[src/rtl/freq_mult_pkg.sv]
// Shared types and constants for the frequency-multiplier sequencer.
//   fmc_state_t : sequencer states
//   ERR_*       : err_code encodings
//   clamp_n     : limits the multiplier exponent to the configured maximum
package freq_mult_pkg;

  typedef enum logic [2:0] {IDLE, WAIT_KC, LOAD, COUNT, ERR} fmc_state_t;

  localparam logic [1:0] ERR_NONE    = 2'b00;
  localparam logic [1:0] ERR_ZERO_K  = 2'b01;
  localparam logic [1:0] ERR_TIMEOUT = 2'b10;

  function automatic logic [3:0] clamp_n(input logic [3:0] n, input logic [3:0] max_n);
    return (n > max_n) ? max_n : n;
  endfunction

endpackage

[src/rtl/fmc_timeout_timer.sv]
// Saturating watchdog counter for the sequencer.
//   clk, rst : clock, async active-high reset
//   en       : count this cycle
//   clr      : synchronous clear (wins over en)
//   expired  : count has reached TIMEOUT_CYC-1; holds there until cleared
module fmc_timeout_timer #(
  parameter int TIMEOUT_CYC = 1024
) (
  input  logic clk,
  input  logic rst,
  input  logic en,
  input  logic clr,
  output logic expired
);

  localparam int TW = (TIMEOUT_CYC > 2) ? $clog2(TIMEOUT_CYC) : 1;
  localparam logic [TW-1:0] LAST = TW'(TIMEOUT_CYC - 1);

  logic [TW-1:0] cnt;

  always_ff @(posedge clk or posedge rst) begin
    if (rst)                      cnt <= '0;
    else if (clr)                 cnt <= '0;
    else if (en && cnt != LAST)   cnt <= cnt + TW'(1);
  end

  assign expired = (cnt == LAST);

endmodule

[src/rtl/freq_mult_ctrl.sv]
// Sequencer for the frequency-multiplier datapath. After each rising edge of
// the datapath's kc flag it issues 2^(n_eff+1) reload/count bursts so the
// datapath output toggles 2^(n+1) times per cpu_clk period.
//   clk, rst       : clock, async active-high reset
//   start          : level run request; 0 returns to IDLE (and clears errors)
//   n              : multiplier exponent (clamped to MAX_N)
//   k              : datapath half-period measure; k>>1 == 0 is an error
//   kc, cout       : datapath status flags
//   counterEnable  : datapath count strobe
//   conterLoad     : datapath reload strobe
//   busy           : in WAIT_KC, LOAD or COUNT
//   err, err_code  : sticky error and its cause (01 zero k, 10 timeout)
//   locked         : two consecutive clean bursts seen
// Optional feature macro: FREQ_MULT_LOCK_DETECT_EN (lock detector; otherwise locked=0).
module freq_mult_ctrl
  import freq_mult_pkg::*;
#(
  parameter int MAX_N       = 7,
  parameter int TIMEOUT_CYC = 1024,
  parameter int PW          = 9
) (
  input  logic       clk,
  input  logic       rst,
  input  logic       start,
  input  logic [3:0] n,
  input  logic [7:0] k,
  input  logic       kc,
  input  logic       cout,
  output logic       counterEnable,
  output logic       conterLoad,
  output logic       busy,
  output logic       err,
  output logic [1:0] err_code,
  output logic       locked
);

  fmc_state_t    state, state_n;
  logic          kc_d, kc_rise, expired;
  logic [PW-1:0] pcnt, pcnt_n, burst;
  logic [3:0]    n_eff, n_eff_n;
  logic [1:0]    code_n;

  assign kc_rise = kc & ~kc_d;
  // Burst length follows the exponent latched when the burst was started.
  assign burst   = PW'(1) << (n_eff + 4'd1);

  fmc_timeout_timer #(.TIMEOUT_CYC(TIMEOUT_CYC)) u_timer (
    .clk     (clk),
    .rst     (rst),
    .en      (busy),
    .clr     (kc_rise | ~busy),
    .expired (expired)
  );

  always_ff @(posedge clk or posedge rst) begin
    if (rst) begin
      state    <= IDLE;
      kc_d     <= 1'b0;
      pcnt     <= '0;
      n_eff    <= '0;
      err_code <= ERR_NONE;
    end else begin
      state    <= state_n;
      kc_d     <= kc;
      pcnt     <= pcnt_n;
      n_eff    <= n_eff_n;
      err_code <= code_n;
    end
  end

  // Priority: start=0 > zero-k > timeout > kc_rise (resync) > cout.
  always_comb begin
    state_n = state;
    pcnt_n  = pcnt;
    n_eff_n = n_eff;
    code_n  = err_code;
    if (state != IDLE && state != ERR && !start) begin
      state_n = IDLE;
    end else begin
      case (state)
        IDLE: if (start) state_n = WAIT_KC;
        WAIT_KC: begin
          pcnt_n = '0;
          if (expired) begin
            state_n = ERR;
            code_n  = ERR_TIMEOUT;
          end else if (kc_rise) begin
            state_n = LOAD;
            n_eff_n = clamp_n(n, 4'(MAX_N));
          end
        end
        LOAD: begin
          if (k[7:1] == '0) begin
            state_n = ERR;
            code_n  = ERR_ZERO_K;
          end else if (expired) begin
            state_n = ERR;
            code_n  = ERR_TIMEOUT;
          end else if (kc_rise) begin
            pcnt_n  = '0;
          end else begin
            state_n = COUNT;
          end
        end
        COUNT: begin
          if (expired) begin
            state_n = ERR;
            code_n  = ERR_TIMEOUT;
          end else if (kc_rise) begin
            state_n = LOAD;
            pcnt_n  = '0;
          end else if (cout) begin
            pcnt_n  = pcnt + PW'(1);
            state_n = (pcnt_n == burst) ? WAIT_KC : LOAD;
          end
        end
        ERR: if (!start) begin
          state_n = IDLE;
          code_n  = ERR_NONE;
        end
        default: state_n = IDLE;
      endcase
    end
  end

  // Strobes decode from state; the count strobe is suppressed on terminal count.
  assign conterLoad    = (state == LOAD);
  assign counterEnable = (state == COUNT) && !cout;
  assign busy          = (state == WAIT_KC) || (state == LOAD) || (state == COUNT);
  assign err           = (state == ERR);

`ifdef FREQ_MULT_LOCK_DETECT_EN
  logic [1:0] clean;
  logic       burst_done, resync;

  assign burst_done = (state == COUNT) && (state_n == WAIT_KC);
  // LOAD/COUNT -> LOAD on kc_rise is only ever the resync path.
  assign resync     = kc_rise && (state == LOAD || state == COUNT) && (state_n == LOAD);

  always_ff @(posedge clk or posedge rst) begin
    if (rst)                                               clean <= '0;
    else if (resync || state_n == IDLE || state_n == ERR)  clean <= '0;
    else if (burst_done && clean != 2'd2)                  clean <= clean + 2'd1;
  end

  assign locked = (clean == 2'd2);
`else
  assign locked = 1'b0;
`endif

endmodule
[config.mk]
export PLATFORM = sky130hd
export DESIGN_NAME = freq_mult_ctrl
export DESIGN_NICKNAME = d
export VERILOG_FILES = /design/src/rtl/freq_mult_pkg.sv /design/src/rtl/fmc_timeout_timer.sv /design/src/rtl/freq_mult_ctrl.sv
export SDC_FILE = /design/constraint.sdc
export NUM_CORES = 1
export LEC_CHECK = 0
export BUFFER_PORTS_ARGS = -buffer_cell sky130_fd_sc_hd__buf_4
export CAP_MARGIN = 20
export CORE_UTILIZATION = 32
export CTS_BUF_LIST = sky130_fd_sc_hd__clkbuf_4
export CTS_CLUSTER_SIZE = 8
export DETAILED_ROUTE_END_ITERATION = 12
export GPL_ROUTABILITY_DRIVEN = 0
export PLACE_DENSITY_LB_ADDON = 0.05
export RECOVER_POWER = 25
export SLEW_MARGIN = 20
export SYNTH_ARGS = -nofsm -noshare
export SYNTH_HDL_FRONTEND = slang
export SYNTH_SLANG_ARGS = --single-unit
[constraint.sdc]
create_clock -name clk -period 2.7 [get_ports clk]
set_input_delay 0.135 -clock clk [delete_from_list [all_inputs] [get_ports clk]]
set_output_delay 0.135 -clock clk [all_outputs]
set_load 0.01 [all_outputs]
Yosys cells after proc, flatten, opt, wreduce, memory -nomap -nowiden

Cells that the tools add are included.

Bits in registers: 29
Input bits: 17
Output and inout port bits: 7
Word-level logic and storage cells: 82

$add $sub $neg: 3
Magnitude comparators: 1
Equal/unequal tests: 19
Shift-type cells: 1
Multiplexer cells: 27
Bitwise gates (word level): 6
Reduce and logical (&&, ||, !) cells: 19

Operator list:

| cell                  | count |
|---|---|
| $mux 9                | 6 |
| $mux 3                | 11 |
| $pmux 9 s3            | 1 |
| $mux 10               | 2 |
| $pmux 3 s5            | 1 |
| $add 10x1->10 const B | 1 |
| $eq 10x10->1 const B  | 1 |
| $ne 10x10->1 const B  | 1 |
| $add 9x1->9 const B   | 1 |
| $eq 9x9->1            | 1 |
| $ne 3x3->1 const B    | 3 |
| $reduce_bool 3->1     | 3 |
| $shl 1x4->9 const A   | 1 |
| $mux 2                | 4 |
| $ne 2x2->1 const B    | 4 |
| $logic_not 7->1       | 1 |
| $reduce_and 7->1      | 1 |
| $eq 3x2->1 const B    | 2 |
| $pmux 2 s3            | 1 |
| $ne 5x2->1 const B    | 1 |
| $ne 5x5->1 const B    | 1 |
| $reduce_and 5->1      | 1 |
| $add 4x1->4 const B   | 1 |
| $gt 4x3->1 const B    | 1 |
| 17 further kinds      | 25 |

Depth between registers and ports, before layout

Gate-level depths: netlist (run 1).

Word-level depth: 9
Gate-level depth with buffers: 9
Gate-level depth less buffers: 7

Hierarchy

Synthesis (run 1) repeated with hierarchy kept, for this count alone.

Cell total of the unflattened synthesis: 247
Area total of the unflattened synthesis: 2065.7 sq um

Modules (own cells, without submodules):

| module            | instances | cells each | area an instance (sq um) | seq. area each (sq um) |
|---|---|---|---|---|
| freq_mult_ctrl    | 1         | 181        | 1430.1                   | 475.5 |
| fmc_timeout_timer | 1         | 66         | 635.6                    | 250.2 |

Worst setup path before layout (run 1)

No wires, ideal clock.

Path type: flip-flop to flip-flop
From: register u_timer.cnt[0]
To: register pcnt[6]
Library setup time: 0.065 ns
Arrival time: 2.052 ns
Data required time: 2.635 ns
Path slack: 0.583 ns
Stages on the path, launching flop included: 8
Path buffers: 1
Cells stage by stage: dfrtp_1 > ha_1 > and3_1 > nor3b_2 > or4_1 > clkbuf_2 > or3b_1 > nand2_1

Word-level cells in the longest chain between the ends: 3
Elaborated cells on any way between the ends: 4
Those cells by class: eq/ne: 3; reduce/logical: 1

Ends and longest elaborated chain:

| what                                | RTL line                | RTL |
|---|---|---|
| start: declaration                  | fmc_timeout_timer.sv:19 | `logic [TW-1:0] cnt;` |
| start signal: assignment            | fmc_timeout_timer.sv:24 | `else if (en && cnt != LAST) cnt <= cnt + TW'(1);` |
| $eq 10x10->1 *                      | fmc_timeout_timer.sv:27 | `assign expired = (cnt == LAST);` |
| $ne 2x2->1 (no source line)         | n/a                     |  |
| $reduce_and 7->1 (no source line) * | n/a                     |  |
| end signal: assignment              | freq_mult_ctrl.sv:65    | `pcnt <= pcnt_n;` |
| end: declaration                    | freq_mult_ctrl.sv:39    | `logic [PW-1:0] pcnt, pcnt_n, burst;` |

Mark *: on every way between the ends. The rest lies on a longest branch, timed or not.
A chain may end at the register's enable or synchronous reset.

Worst setup path after layout (run 1)

From: register u_timer.cnt[0]
To: register pcnt[7]

The elaborated chain is that of the path after synthesis.

==> flow_summary.json, run 1 <==
{
  "status": "finished with violations",
  "violations": "max-capacitance violations, max-slew violations",
  "core_area_mm2": 0.005956,
  "cp-end-kind": "flop",
  "grt_pass1_vias": 1592,
  "tns_ns": 0,
  "hold_class": "input port to flop",
  "timing.rr.start": "u_timer.cnt[0]$_DFFE_PP0P_",
  "max_freq_mhz": 429.9,
  "cts_tree": "done",
  "drtIter0Drc": 64,
  "drt_first_pass_iters": 4,
  "area_growth_pct": 13.35,
  "required_ns": 2.96,
  "power_frac_seq": 0.506,
  "p_int_uw": 656.6,
  "hold_viol_final": 0,
  "overflow": 0,
  "p_leak_uw": 0.0009301,
  "ir_worst_vdd_mv": 0.2967,
  "finClkSkew_ns": 0.01389,
  "yosys.area.top_type": "dfrtp_1",
  "via_per_inst": 5.302,
  "drc": 0,
  "p_per_area_mw_per_mm2": 444.3,
  "synth_area_leaders": "dfrtp_1, xnor2_1, o21ai_0",
  "ios": 24,
  "rows": 28,
  "slew_headroom": -0.1176,
  "p_comb_frac": 0.215,
  "clk_pin_slew_ns": 0.11,
  "vias": 1739,
  "drt-total-wl_um": 4609,
  "swShare": 0.3439,
  "dieArea_mm2": 0.006528,
  "crit_type": "flop to flop",
  "report.power.total_uw": 1001,
  "ff2ff_setup_slack_ns": 0.37,
  "nNetsFinal": 271,
  "cp-start-kind": "flop",
  "synthesis.nets": 250,
  "async_reset_ff_frac": 1.000,
  "clock_latency_ns": 0.35,
  "clock-sinks": 29,
  "cts_max_level": 2,
  "crit_fanout": 10,
  "rsz0062_at_grt": "no",
  "synth_seq_area_share": 0.3652,
  "utilization": 0.3782,
  "grt_antenna_before_repair": 0,
  "cts-root-buf": "clkbuf_4",
  "setup-violations-final": 0,
  "avgSynthCellArea_um2": 8.601,
  "period_share": 0.8616,
  "pwr-share-clk": 0.278,
  "ys_ff_latch": 29,
  "synth_edf_count": 0,
  "grt_max_degree": 30,
  "hpwl_um": 3228,
  "crit_arrival_ns": 2.58,
  "worst-r2r-cell-count": 8,
  "fin_crit_ns": 2.326,
  "grt.total_usage": 0.1573,
  "maxSlewViolCount": 30,
  "netlist_area_mm2": 0.001987,
  "final_antenna_net_count": 0,
  "cts_buffers": 5,
  "syn_inst": 231,
  "tightest_slew_ns": 1.676,
  "diodes": 0,
  "port_buffers": 21,
  "clockBufferDepth": 2,
  "p_switching_uw": 344.1,
  "r2r-end": "pcnt[7]$_DFFE_PP0P_",
  "synthTopCellsByCount": "dfrtp_1, nor2_1, nand2_1, o21ai_0, a21oi_1",
  "start_util": 0.3336,
  "grt_pass1_wl_um": 7810,
  "cp-startpoint": "u_timer.cnt[0]$_DFFE_PP0P_",
  "cap_viol_max_count": 1,
  "ys_types": 49,
  "yosysMostFrequentCell": "dfrtp_1",
  "yosysWarnings": 0,
  "die_h_um": 80.80,
  "synth_top_cell_area_share": 0.3652,
  "die_width_um": 80.80,
  "drive_gt1_frac": 0.1581,
  "ys.flop_type": "dfrtp_1",
  "wl_per_cell_um": 14.05,
  "endpoint": "pcnt[7]$_DFFE_PP0P_"
}
==> cell type report <==
class	instances	area, µm²
clock buffer	5	37.54
fill	630	3704
sequential	29	725.7
multi-input combinational	183	1159
clock inverter	3	17.52
tap	75	93.84
inverter	7	26.28
timing repair buffer	26	192.7
==> power groups by stage <==
| stage | registers (µW) | clock network (µW) | logic (µW) |
|---|---|---|---|
| after floorplan | 478 | 0 | 205 |
| after global placement | 515 | 0 | 218 |
| after detailed placement | 515 | 0 | 218 |
| after CTS | 507 | 295 | 221 |
| after global routing | 513 | 310 | 243 |
| final | 507 | 279 | 215 |
==> state kept, by name, indices dropped and copies added (netlist names) <==
signal and flops:
n_eff 4, pcnt 9, kc_d 1, err_code 2, state 3, u_timer.cnt 10
==> layout by cell type, fill, tap and decap left out, drive strengths merged, types with 3 or more instances in the layout <==
cell and count:
and3 6, a21oi 13, xnor2 12, o21ai 20
dfrtp 29, nor3 7, nor4 3, inv 7
buf 21, o31ai 6, nand4 5, or4 3
clkbuf 8, nand4b 3, nand2 22, nor2b 4
nand2b 8, and4 5, xor2 4, nand3 9
nor2 24, a211oi 3
==> worst min path at each step <==
stage	slack [ns]	endpoint	depth (start not counted)	startpoint
floorplan	0.17	kc_d$_DFF_PP0_	0	kc
detailed placement	0.26	pcnt[5]$_DFFE_PP0P_	3	rst
global placement	0.25	u_timer.cnt[4]$_DFFE_PP0P_	3	rst
CTS	0.03	n_eff[1]$_DFFE_PP0P_	3	n[1]
global route	0.05	n_eff[1]$_DFFE_PP0P_	3	n[1]
finish	0.04	n_eff[1]$_DFFE_PP0P_	3	n[1]
==> layer usage <==
layer,vias to the layer above,track usage,wire (µm)
met1,840,0.2170,2292
met2,14,0.2424,2154
met3,8,0.03034,92
li1,877,-,-
met4,0,0.05893,70
met5,-,0,0
==> worst max-delay path, cell delays in order, from the launching register on <==
cell,delay [ns]
dfrtp_1,0.42
ha_1,0.26
and3_1,0.21
nor3b_2,0.16
or4_1,0.67
buf_4,0.24
a21oi_1,0.12
o21ai_0,0.08
o31ai_1,0.08
==> cells by family after synthesis <==
| kind of cell | Yosys count | synth area share |
|---|---|---|
| other | 1 | 0.001887 |
| AO/OA/AOI/OAI | 52 | 0.1795 |
| AND/OR/NAND/NOR | 111 | 0.3111 |
| multiplexers | 1 | 0.007554 |
| XOR/XNOR | 16 | 0.07053 |
| flip-flops | 29 | 0.3652 |
| adder cells (fa/ha/maj) | 2 | 0.01259 |
| buffers and inverters | 19 | 0.05164 |
==> per-stage QoR <==
stage               setup slack, ns  hold WS [ns]  std cells  area, µm²
finish                       0.3736       0.04278        328       2252
floorplan                    0.5829        0.1664        231       1987
CTS                          0.3642       0.03406        328       2260
detailed placement           0.3773        0.2568        318       2185
global placement             0.4215        0.2536        318       2185
global route                 0.2471       0.04670        328       2252
==> timing repair <==
action	in CTS	in global routing
hold buffers	2	0
hold endpoints to repair	30	0
gates resized for setup	0	0
setup buffers	0	0
Power figures use the tool's default switching activity.
==> run 2: changes to the inputs <==
--- a/config.mk
+++ b/config.mk
@@ -14,6 +14,8 @@
 export GPL_ROUTABILITY_DRIVEN = 0
 export PLACE_DENSITY_LB_ADDON = 0.05
 export RECOVER_POWER = 25
+export SETUP_SLACK_MARGIN = 0.4
+export SKIP_LAST_GASP = 1
 export SLEW_MARGIN = 20
 export SYNTH_ARGS = -nofsm -noshare
 export SYNTH_HDL_FRONTEND = slang
==> run 2 against run 1 <==
Effect of this change:
- the run still ends with max-capacitance violations, max-slew violations left
- largest power group unchanged
- non-clock buffer count increased by 1
- fmax is 8.6% higher
- flip-flop and latch count did not move
- routed wire length rose by 0.65%
- critical endpoint unchanged
==> flow_summary.json, run 2 (synthesis results as in run 1) <==
{
  "vias": 1759,
  "cp-end-kind": "flop",
  "cts_max_level": 2,
  "cp_slowest_cell": "or4_4",
  "layout_setup_ws_ns": 0.5584,
  "largest_reg_flops": 10,
  "fin_crit_ns": 2.142,
  "max_freq_mhz": 466.9,
  "via_per_inst": 5.347,
  "crit_fanout": 10,
  "start_util": 0.3336,
  "dp_slack_ns": 0.3773,
  "diodes": 0,
  "cpPeakStageDelay_ns": 0.59,
  "hold_viol_final": 0,
  "ios": 24,
  "core_area_mm2": 0.005956,
  "wl_per_cell_um": 14.10,
  "drc": 0,
  "cts_buffers": 5,
  "slew_headroom": -0.1194,
  "grt_max_degree": 30,
  "drive_gt1_frac": 0.1732,
  "largest_register": "u_timer.cnt",
  "drt_first_pass_iters": 4,
  "grt_antenna_before_repair": 0,
  "drt-total-wl_um": 4639,
  "dieArea_mm2": 0.006528,
  "p_per_area_mw_per_mm2": 441.8,
  "nNetsFinal": 272,
  "cp-start-kind": "flop",
  "clockBufferDepth": 2,
  "hold_class": "input port to flop",
  "grt_pass1_vias": 1592,
  "grt_pass1_wl_um": 7810,
  "crit_arrival_ns": 2.40,
  "area_growth_pct": 14.80,
  "hpwl_um": 3228,
  "port_buffers": 21,
  "cap_viol_max_count": 1,
  "status": "finished with violations",
  "crit_type": "flop to flop",
  "die_width_um": 80.80,
  "crit_chain": "ha_2 > and3_1 > nor3b_2 > or4_4 > buf_4 > a21oi_1 > o21ai_0 > o31ai_1",
  "clock_latency_ns": 0.35,
  "setup-violations-final": 0,
  "rows": 28,
  "clk_pin_slew_ns": 0.11,
  "die_h_um": 80.80,
  "overflow": 0,
  "final_common_cell": "dfrtp_1",
  "final_cell_mix": "dfrtp_1, nor2_1, nand2_1, buf_4, o21ai_0",
  "grt.total_usage": 0.1573,
  "clock-sinks": 29,
  "cts_tree": "done",
  "period_share": 0.7932,
  "tightest_slew_ns": 1.679,
  "cts-root-buf": "clkbuf_4",
  "p_leak_uw": 0.0009365,
  "required_ns": 2.96,
  "tns_ns": 0,
  "largestRegisters": "u_timer.cnt (10), pcnt (9), n_eff (4)",
  "ir_worst_vdd_mv": 0.2972,
  "rsz0062_at_grt": "no",
  "maxSlewViolCount": 30,
  "violations": "max-capacitance violations, max-slew violations",
  "drtIter0Drc": 66,
  "fillers": 632,
  "final_antenna_net_count": 0,
  "finClkSkew_ns": 0.01225
}
## run 2: power breakdown
part	total, µW	internal, µW	leakage [µW]	switching [µW]
sequential	507	455	0.000392	52.6
combinational	224	110	0.000514	114
clock	277	98.0	0.0000310	179
total	1010	662	0.000936	346
## run 2: final timing paths
path	slack (ns)	startpoint	cells past startpoint	endpoint
min reg2reg	0.54	pcnt[7]$_DFFE_PP0P_	1	pcnt[7]$_DFFE_PP0P_
min in group asynchronous	0.92	rst	4	pcnt[4]$_DFFE_PP0P_
max in group asynchronous	0.80	rst	4	n_eff[3]$_DFFE_PP0P_
min	0.04	n[1]	3	n_eff[1]$_DFFE_PP0P_
max reg2reg	0.56	u_timer.cnt[0]$_DFFE_PP0P_	8	pcnt[7]$_DFFE_PP0P_
max	0.56	u_timer.cnt[0]$_DFFE_PP0P_	8	pcnt[7]$_DFFE_PP0P_
## run 2: cell type report
| class | instances | area, µm² | share of cell area |
|---|---|---|---|
| inverters | 7 | 26.28 | 0.01152 |
| multi-input cells | 183 | 1167 | 0.5118 |
| flip-flops and latches | 29 | 725.7 | 0.3182 |
| repair buffers | 27 | 212.7 | 0.09325 |
| clock inverters | 3 | 17.52 | 0.007680 |
| well taps | 75 | 93.84 | 0.04114 |
| clock buffers | 5 | 37.54 | 0.01646 |
## run 2: layer usage
metal / share of wire / up-vias / GRT usage / wire, µm
li1: - / 877 / - / -
met5: 0 / - / 0 / 0
met1: 0.50 / 854 / 0.2170 / 2301
met2: 0.46 / 20 / 0.2424 / 2154
met4: 0.015 / 0 / 0.05893 / 70
met3: 0.024 / 8 / 0.03034 / 112
## run 2: timing repair
| item | 4_1_cts | 5_1_grt |
|---|---|---|
| resized for setup | 1 | 2 |
| pin swaps | 0 | 1 |
| endpoints found under the hold margin | 30 | 0 |
| hold buffers | 2 | 0 |
| setup buffers | 0 | 1 |
| cloned | 0 | 0 |
| setup endpoints to repair | 4 | 5 |
## run 2: stage by stage
stage                     instance area (µm²)    util  instances  power [µW]  hold slack [ns]
after floorplan                          1987       -        231       683.4           0.1664
after global placement                   2185  0.3668        318       732.4           0.2536
after detailed placement                 2185  0.3668        318       732.9           0.2568
after CTS                                2263  0.3800        328        1023          0.03406
after global routing                     2281  0.3830        329        1074          0.04670
final                                    2281  0.3830        329        1008          0.04318
## run 2: critical path: cells and delay by family, from the launching register on
| kind | cells | cell delay, ns |
|---|---|---|
| compound gates | 3 | 0.26 |
| fa+ha+maj | 1 | 0.22 |
| buf+inv | 1 | 0.20 |
| flops | 1 | 0.43 |
| simple gates | 3 | 0.95 |
